===== src/rtl/siso_frame_ctrl_pkg.sv =====
// Shared types and constants for the SISO frame controller.
// Holds the chain geometry and the controller state encoding.
package siso_pkg;

   localparam int SISO_WIDTH = 6;
   localparam int SISO_LAT   = 6;

   typedef enum logic [1:0] {
      S_IDLE  = 2'd0,
      S_CLEAR = 2'd1,
      S_RUN   = 2'd2,
      S_HOLD  = 2'd3
   } state_t;

endpackage


===== src/rtl/siso_frame_ctrl_bit_sr.sv =====
// siso_bit_sr: WIDTH-bit shift register with parallel load, serial in/out.
// Ports: clk/rst, load_i+load_val_i, shift_i+ser_i, q_o, ser_o (head bit),
// nxt_o (value the register takes on a shift, for same-edge consumers).
module siso_bit_sr #(
   parameter int WIDTH     = 6,
   parameter bit MSB_FIRST = 1'b1
) (
   input  logic             clk,
   input  logic             rst,
   input  logic             load_i,
   input  logic [WIDTH-1:0] load_val_i,
   input  logic             shift_i,
   input  logic             ser_i,
   output logic [WIDTH-1:0] q_o,
   output logic             ser_o,
   output logic [WIDTH-1:0] nxt_o
);

   logic [WIDTH-1:0] data_q;
   logic [WIDTH-1:0] data_d;

   // MSB-first: head is the top bit, new bits enter at the bottom.
   // LSB-first: mirror image, so both ends keep the same word order.
   generate
      if (MSB_FIRST) begin : g_msb
         assign nxt_o = {data_q[WIDTH-2:0], ser_i};
         assign ser_o = data_q[WIDTH-1];
      end else begin : g_lsb
         assign nxt_o = {ser_i, data_q[WIDTH-1:1]};
         assign ser_o = data_q[0];
      end
   endgenerate

   always_comb begin
      data_d = data_q;
      if (load_i) begin
         data_d = load_val_i;
      end else if (shift_i) begin
         data_d = nxt_o;
      end
   end

   always_ff @(posedge clk or posedge rst) begin
      if (rst) begin
         data_q <= '0;
      end else begin
         data_q <= data_d;
      end
   end

   assign q_o = data_q;

endmodule


===== src/rtl/siso_frame_ctrl.sv =====
// siso_frame_ctrl: serialises a word through a siso_6_bit chain and
// recaptures it. Host side: in_* / out_* valid-ready; chain side: sr_*.
module siso_frame_ctrl
   import siso_pkg::*;
#(
   parameter int WIDTH     = SISO_WIDTH,
   parameter int LAT       = SISO_LAT,
   parameter bit MSB_FIRST = 1'b1
) (
   input  logic             clk,
   input  logic             reset,
   input  logic             in_valid,
   output logic             in_ready,
   input  logic [WIDTH-1:0] in_data,
   output logic             sr_d,
   output logic             sr_reset,
   output logic             sr_preset,
   input  logic             sr_q,
   output logic             out_valid,
   input  logic             out_ready,
   output logic [WIDTH-1:0] out_data,
   output logic             err,
   output logic             busy
);

   localparam int CW = $clog2(LAT + WIDTH);
   localparam logic [CW-1:0] TX_LAST  = CW'(WIDTH - 1);
   localparam logic [CW-1:0] RX_FIRST = CW'(LAT);
   localparam logic [CW-1:0] LAST     = CW'(LAT + WIDTH - 1);

   state_t           state_q, state_d;
   logic [CW-1:0]    cnt_q, cnt_d;
   logic             in_ready_q, in_ready_d;
   logic             sr_d_q, sr_d_d;
   logic             sr_reset_q, sr_reset_d;
   logic             out_valid_q, out_valid_d;
   logic [WIDTH-1:0] out_data_q, out_data_d;
   logic             err_q, err_d;
   logic [WIDTH-1:0] tx_copy_q, tx_copy_d;

   logic             tx_load, tx_shift, tx_ser;
   logic             rx_load, rx_shift;
   logic [WIDTH-1:0] tx_q, tx_nxt;
   logic [WIDTH-1:0] rx_q, rx_nxt;

   siso_bit_sr #(
      .WIDTH     (WIDTH),
      .MSB_FIRST (MSB_FIRST)
   ) u_tx_sh (
      .clk        (clk),
      .rst        (reset),
      .load_i     (tx_load),
      .load_val_i (in_data),
      .shift_i    (tx_shift),
      .ser_i      (1'b0),
      .q_o        (tx_q),
      .ser_o      (tx_ser),
      .nxt_o      (tx_nxt)
   );

   siso_bit_sr #(
      .WIDTH     (WIDTH),
      .MSB_FIRST (MSB_FIRST)
   ) u_rx_sh (
      .clk        (clk),
      .rst        (reset),
      .load_i     (rx_load),
      .load_val_i ('0),
      .shift_i    (rx_shift),
      .ser_i      (sr_q),
      .q_o        (rx_q),
      .ser_o      (),
      .nxt_o      (rx_nxt)
   );

   always_comb begin
      state_d     = state_q;
      cnt_d       = cnt_q;
      sr_d_d      = 1'b0;
      sr_reset_d  = 1'b0;
      out_valid_d = out_valid_q;
      out_data_d  = out_data_q;
      err_d       = err_q;
      tx_copy_d   = tx_copy_q;
      tx_load     = 1'b0;
      tx_shift    = 1'b0;
      rx_load     = 1'b0;
      rx_shift    = 1'b0;
      unique case (state_q)
         S_IDLE: begin
            if (in_valid && in_ready_q) begin
               tx_load    = 1'b1;
               rx_load    = 1'b1;
               tx_copy_d  = in_data;
               cnt_d      = '0;
               sr_reset_d = 1'b1;
               state_d    = S_CLEAR;
            end
         end
         S_CLEAR: begin
            // sr_d is registered: present bit 0 for RUN cnt=0.
            sr_d_d   = tx_ser;
            tx_shift = 1'b1;
            cnt_d    = '0;
            state_d  = S_RUN;
         end
         S_RUN: begin
            cnt_d = cnt_q + CW'(1);
            if (cnt_q < TX_LAST) begin
               sr_d_d   = tx_ser;
               tx_shift = 1'b1;
            end
            if (cnt_q >= RX_FIRST) begin
               rx_shift = 1'b1;
            end
            // Last bit arrives this cycle; use the post-shift word.
            if (cnt_q == LAST) begin
               out_data_d  = rx_nxt;
               err_d       = (rx_nxt != tx_copy_q);
               out_valid_d = 1'b1;
               cnt_d       = '0;
               state_d     = S_HOLD;
            end
         end
         S_HOLD: begin
            if (out_ready) begin
               out_valid_d = 1'b0;
               state_d     = S_IDLE;
            end
         end
         default: begin
            state_d = S_IDLE;
         end
      endcase
      in_ready_d = (state_d == S_IDLE);
   end

   always_ff @(posedge clk or posedge reset) begin
      if (reset) begin
         state_q     <= S_IDLE;
         cnt_q       <= '0;
         in_ready_q  <= 1'b0;
         sr_d_q      <= 1'b0;
         sr_reset_q  <= 1'b0;
         out_valid_q <= 1'b0;
         out_data_q  <= '0;
         err_q       <= 1'b0;
         tx_copy_q   <= '0;
      end else begin
         state_q     <= state_d;
         cnt_q       <= cnt_d;
         in_ready_q  <= in_ready_d;
         sr_d_q      <= sr_d_d;
         sr_reset_q  <= sr_reset_d;
         out_valid_q <= out_valid_d;
         out_data_q  <= out_data_d;
         err_q       <= err_d;
         tx_copy_q   <= tx_copy_d;
      end
   end

   assign in_ready  = in_ready_q;
   assign sr_d      = sr_d_q;
   assign sr_reset  = sr_reset_q;
   assign sr_preset = 1'b0;
   assign out_valid = out_valid_q;
   assign out_data  = out_data_q;
   assign err       = err_q;
   assign busy      = (state_q != S_IDLE);

endmodule

===== config.mk =====
export PLATFORM = sky130hd
export DESIGN_NAME = siso_frame_ctrl
export DESIGN_NICKNAME = d
export VERILOG_FILES = /design/src/rtl/siso_frame_ctrl_pkg.sv /design/src/rtl/siso_frame_ctrl_bit_sr.sv /design/src/rtl/siso_frame_ctrl.sv
export SDC_FILE = /design/constraint.sdc
export NUM_CORES = 1
export LEC_CHECK = 0
export CELL_PAD_IN_SITES_DETAIL_PLACEMENT = 2
export CELL_PAD_IN_SITES_GLOBAL_PLACEMENT = 2
export CORE_ASPECT_RATIO = 1.5
export CORE_MARGIN = 2
export CORE_UTILIZATION = 37
export CTS_BUF_LIST = sky130_fd_sc_hd__clkbuf_4 sky130_fd_sc_hd__clkbuf_8
export CTS_CLUSTER_SIZE = 10
export DETAILED_ROUTE_END_ITERATION = 12
export GPL_TIMING_DRIVEN = 0
export HOLD_SLACK_MARGIN = 0.1
export PLACE_DENSITY = 0.91
export SLEW_MARGIN = 0
export SYNTH_ARGS = -nofsm -noshare
export SYNTH_HDL_FRONTEND = slang
export SYNTH_HIERARCHICAL = 1
export SYNTH_SLANG_ARGS = --single-unit

===== constraint.sdc =====
create_clock -name clk -period 2 [get_ports clk]
set_input_delay 0.5 -clock clk [delete_from_list [all_inputs] [get_ports clk]]
set_output_delay 0.5 -clock clk [all_outputs]
set_load 0.005 [all_outputs]

==> reports/metrics.csv <==
metric;value;unit
status;finished, final reports clean;
routability congestion estimate;0.796;
CTS max path bufs;2;
largest net degree at the start of global routing;24;
Syn Area/Cell;11.3;um2
Critical Path Fanout Max;10;
Final Max Tran Viols;0;
Place WS;-0.195;ns
Total Routing Usage GR;20.9;%
Inserted Diodes;0;
CORE AREA;0.00454;mm2
top-level port count;24;
via count;1288;
maxcap violations;0;
Leakage;1.01;nW
Syn. warnings;6;
Design Area, Final;0.00221;mm2
Filler cells;479;
nets;214;
Final Cycle Share;94.0;%
RSZ-0062 raised after global routing;no;
worst-margin pin slew;0.926;ns
CP required;2.17;ns
Gate Count Post-Synth;156;
DR iter-0 viols;34;
Clock H-tree levels;2;
Area growth syn-to-layout;25.7;%
Placement Rows;30;
Die H;88.5;um
Synth Cell Area;0.00176;mm2
dpl hpwl;3620;um
DR DRC count;0;
vias in the first global route;1494;
initial antenna violation count;0;
Critical Path End Type;flip-flop;
DR WL/cell;18.6;um
CTS tree;yes;
Slew HR;38.2;%
clk sinks;34;
WP data arrival;2.05;ns
clock slew at reported path FFs;0.07;ns
share of layout cells above drive strength 1;21.0;%
power density cells;1250;mW/mm2
worst skew pair latency;0.28;ns
first-pass GRT wire length;7870;um
drt first pass iters;3;
CTS Root Buffer Type;clkbuf_8;
type of origin of the critical path;flip-flop;
vias per cell;4.97;
antenna viol nets, final;0;
Final Hold Fails;0;
Starting Density;38.8;%
IO buf count;22;
Fin Clk Skew;0.00231;ns
chip width;60.3;um
DP Area;0.00208;mm2
Remaining Overflow, GRT;0;
Finish-stage setup viols;0;
setup TNS;0;ns
footprint of the multi-input gates;841;um2
fin worst setup slack;0.120;ns
f_max;0.532;GHz
Hold Path Class;input pin to asynchronous set/reset pin;
Detailed Route WL;4820;um
FF/Latch Area;852;um2
CP Class;flip-flop to flip-flop;
Final min period;1.88;ns
Num CTS Buffers;5;
VDD IR max;0.545;mV
Die Area;0.00534;mm2
==> what timing repair did <==
action                                  in CTS  in global routing
setup buffers                                3                  0
resized for setup                            3                  3
endpoints found under the setup margin       4                  6
hold buffers                                 0                  0
==> layout by cell type, fill, tap and decap left out, types with 2 or more instances in the layout <==
| cell | n |
|---|---|
| nand2_1 | 13 |
| conb_1 | 7 |
| buf_4 | 5 |
| o21ai_0 | 6 |
| mux2_2 | 12 |
| mux2i_1 | 11 |
| nand3_1 | 3 |
| clkdlybuf4s50_1 | 21 |
| o21a_1 | 2 |
| buf_6 | 3 |
| dfrtp_1 | 33 |
| o21ai_1 | 11 |
| nor2b_1 | 3 |
| a21oi_1 | 2 |
| xor2_1 | 6 |
| inv_2 | 2 |
| nand2b_1 | 2 |
| clkbuf_2 | 2 |
| nor2_1 | 3 |
| inv_1 | 9 |
| clkbuf_8 | 6 |
| ha_1 | 8 |
==> worst max-delay path: stages, from the launching register on <==
cell      delay, ns
dfrtp_1        0.43
inv_2          0.08
buf_4          0.13
ha_1           0.19
buf_6          0.16
a21boi_0       0.29
buf_6          0.18
mux2i_1        0.22
o21ai_1        0.08
==> worst paths after layout <==
kind                       slack [ns]  startpoint  cells past startpoint              to
min in group clk                 0.51   out_valid                      1       out_valid
max in group asynchronous        0.57       reset                      2      state_q[1]
max                              0.12  state_q[0]                      8  u_rx_sh/q_o[1]
max reg2reg                      0.12  state_q[0]                      8  u_rx_sh/q_o[1]
min reg2reg                      0.51   out_valid                      1       out_valid
min                              0.49       reset                      2  u_rx_sh/q_o[2]
==> flip-flops by register name, summed over array words and instances, names as in the netlist <==
signal,count
sr_reset,1
out_data,6
cnt_q,4
in_ready,1
sr_d,1
tx_copy_q,6
state_q,2
u_rx_sh/q_o,5
u_tx_sh/q_o,6
out_valid,1
err,1
==> metrics by stage <==
step,hold WS [ns],util [%],power (W),cells
global route,0.502,48.7,0.00295,259
global placement,0.494,45.9,0.00202,248
finish,0.491,48.7,0.00276,259
detailed placement,0.506,45.9,0.00217,248
floorplan,0.279,-,0.00178,162
CTS,0.499,48.5,0.00278,259
==> metal layers <==
metal	track usage [%]	wire length (um)
met1	20.5	1710
met2	41.8	2910
met3	3.65	112
met4	7.27	88
met5	0	0
==> final cells by class <==
cell class / instances / area share (%)
repair buffers: 25 / 11.1
plain buffers: 7 / 2.66
flip-flops and latches: 34 / 38.5
inverters: 11 / 1.87
well taps: 64 / 3.62
clock inverters: 2 / 0.565
clock buffers: 6 / 3.73
multi-input cells: 110 / 38.0
==> power breakdown <==
group / internal (W) / switching [W] / leakage [nW]
clock network: 0.000277 / 0.000266 / 0.0472
registers: 0.000914 / 0.000203 / 0.429
logic: 0.000533 / 0.000564 / 0.534
total: 0.00172 / 0.00103 / 1.01
No activity file was read; power rests on OpenSTA's default activity.
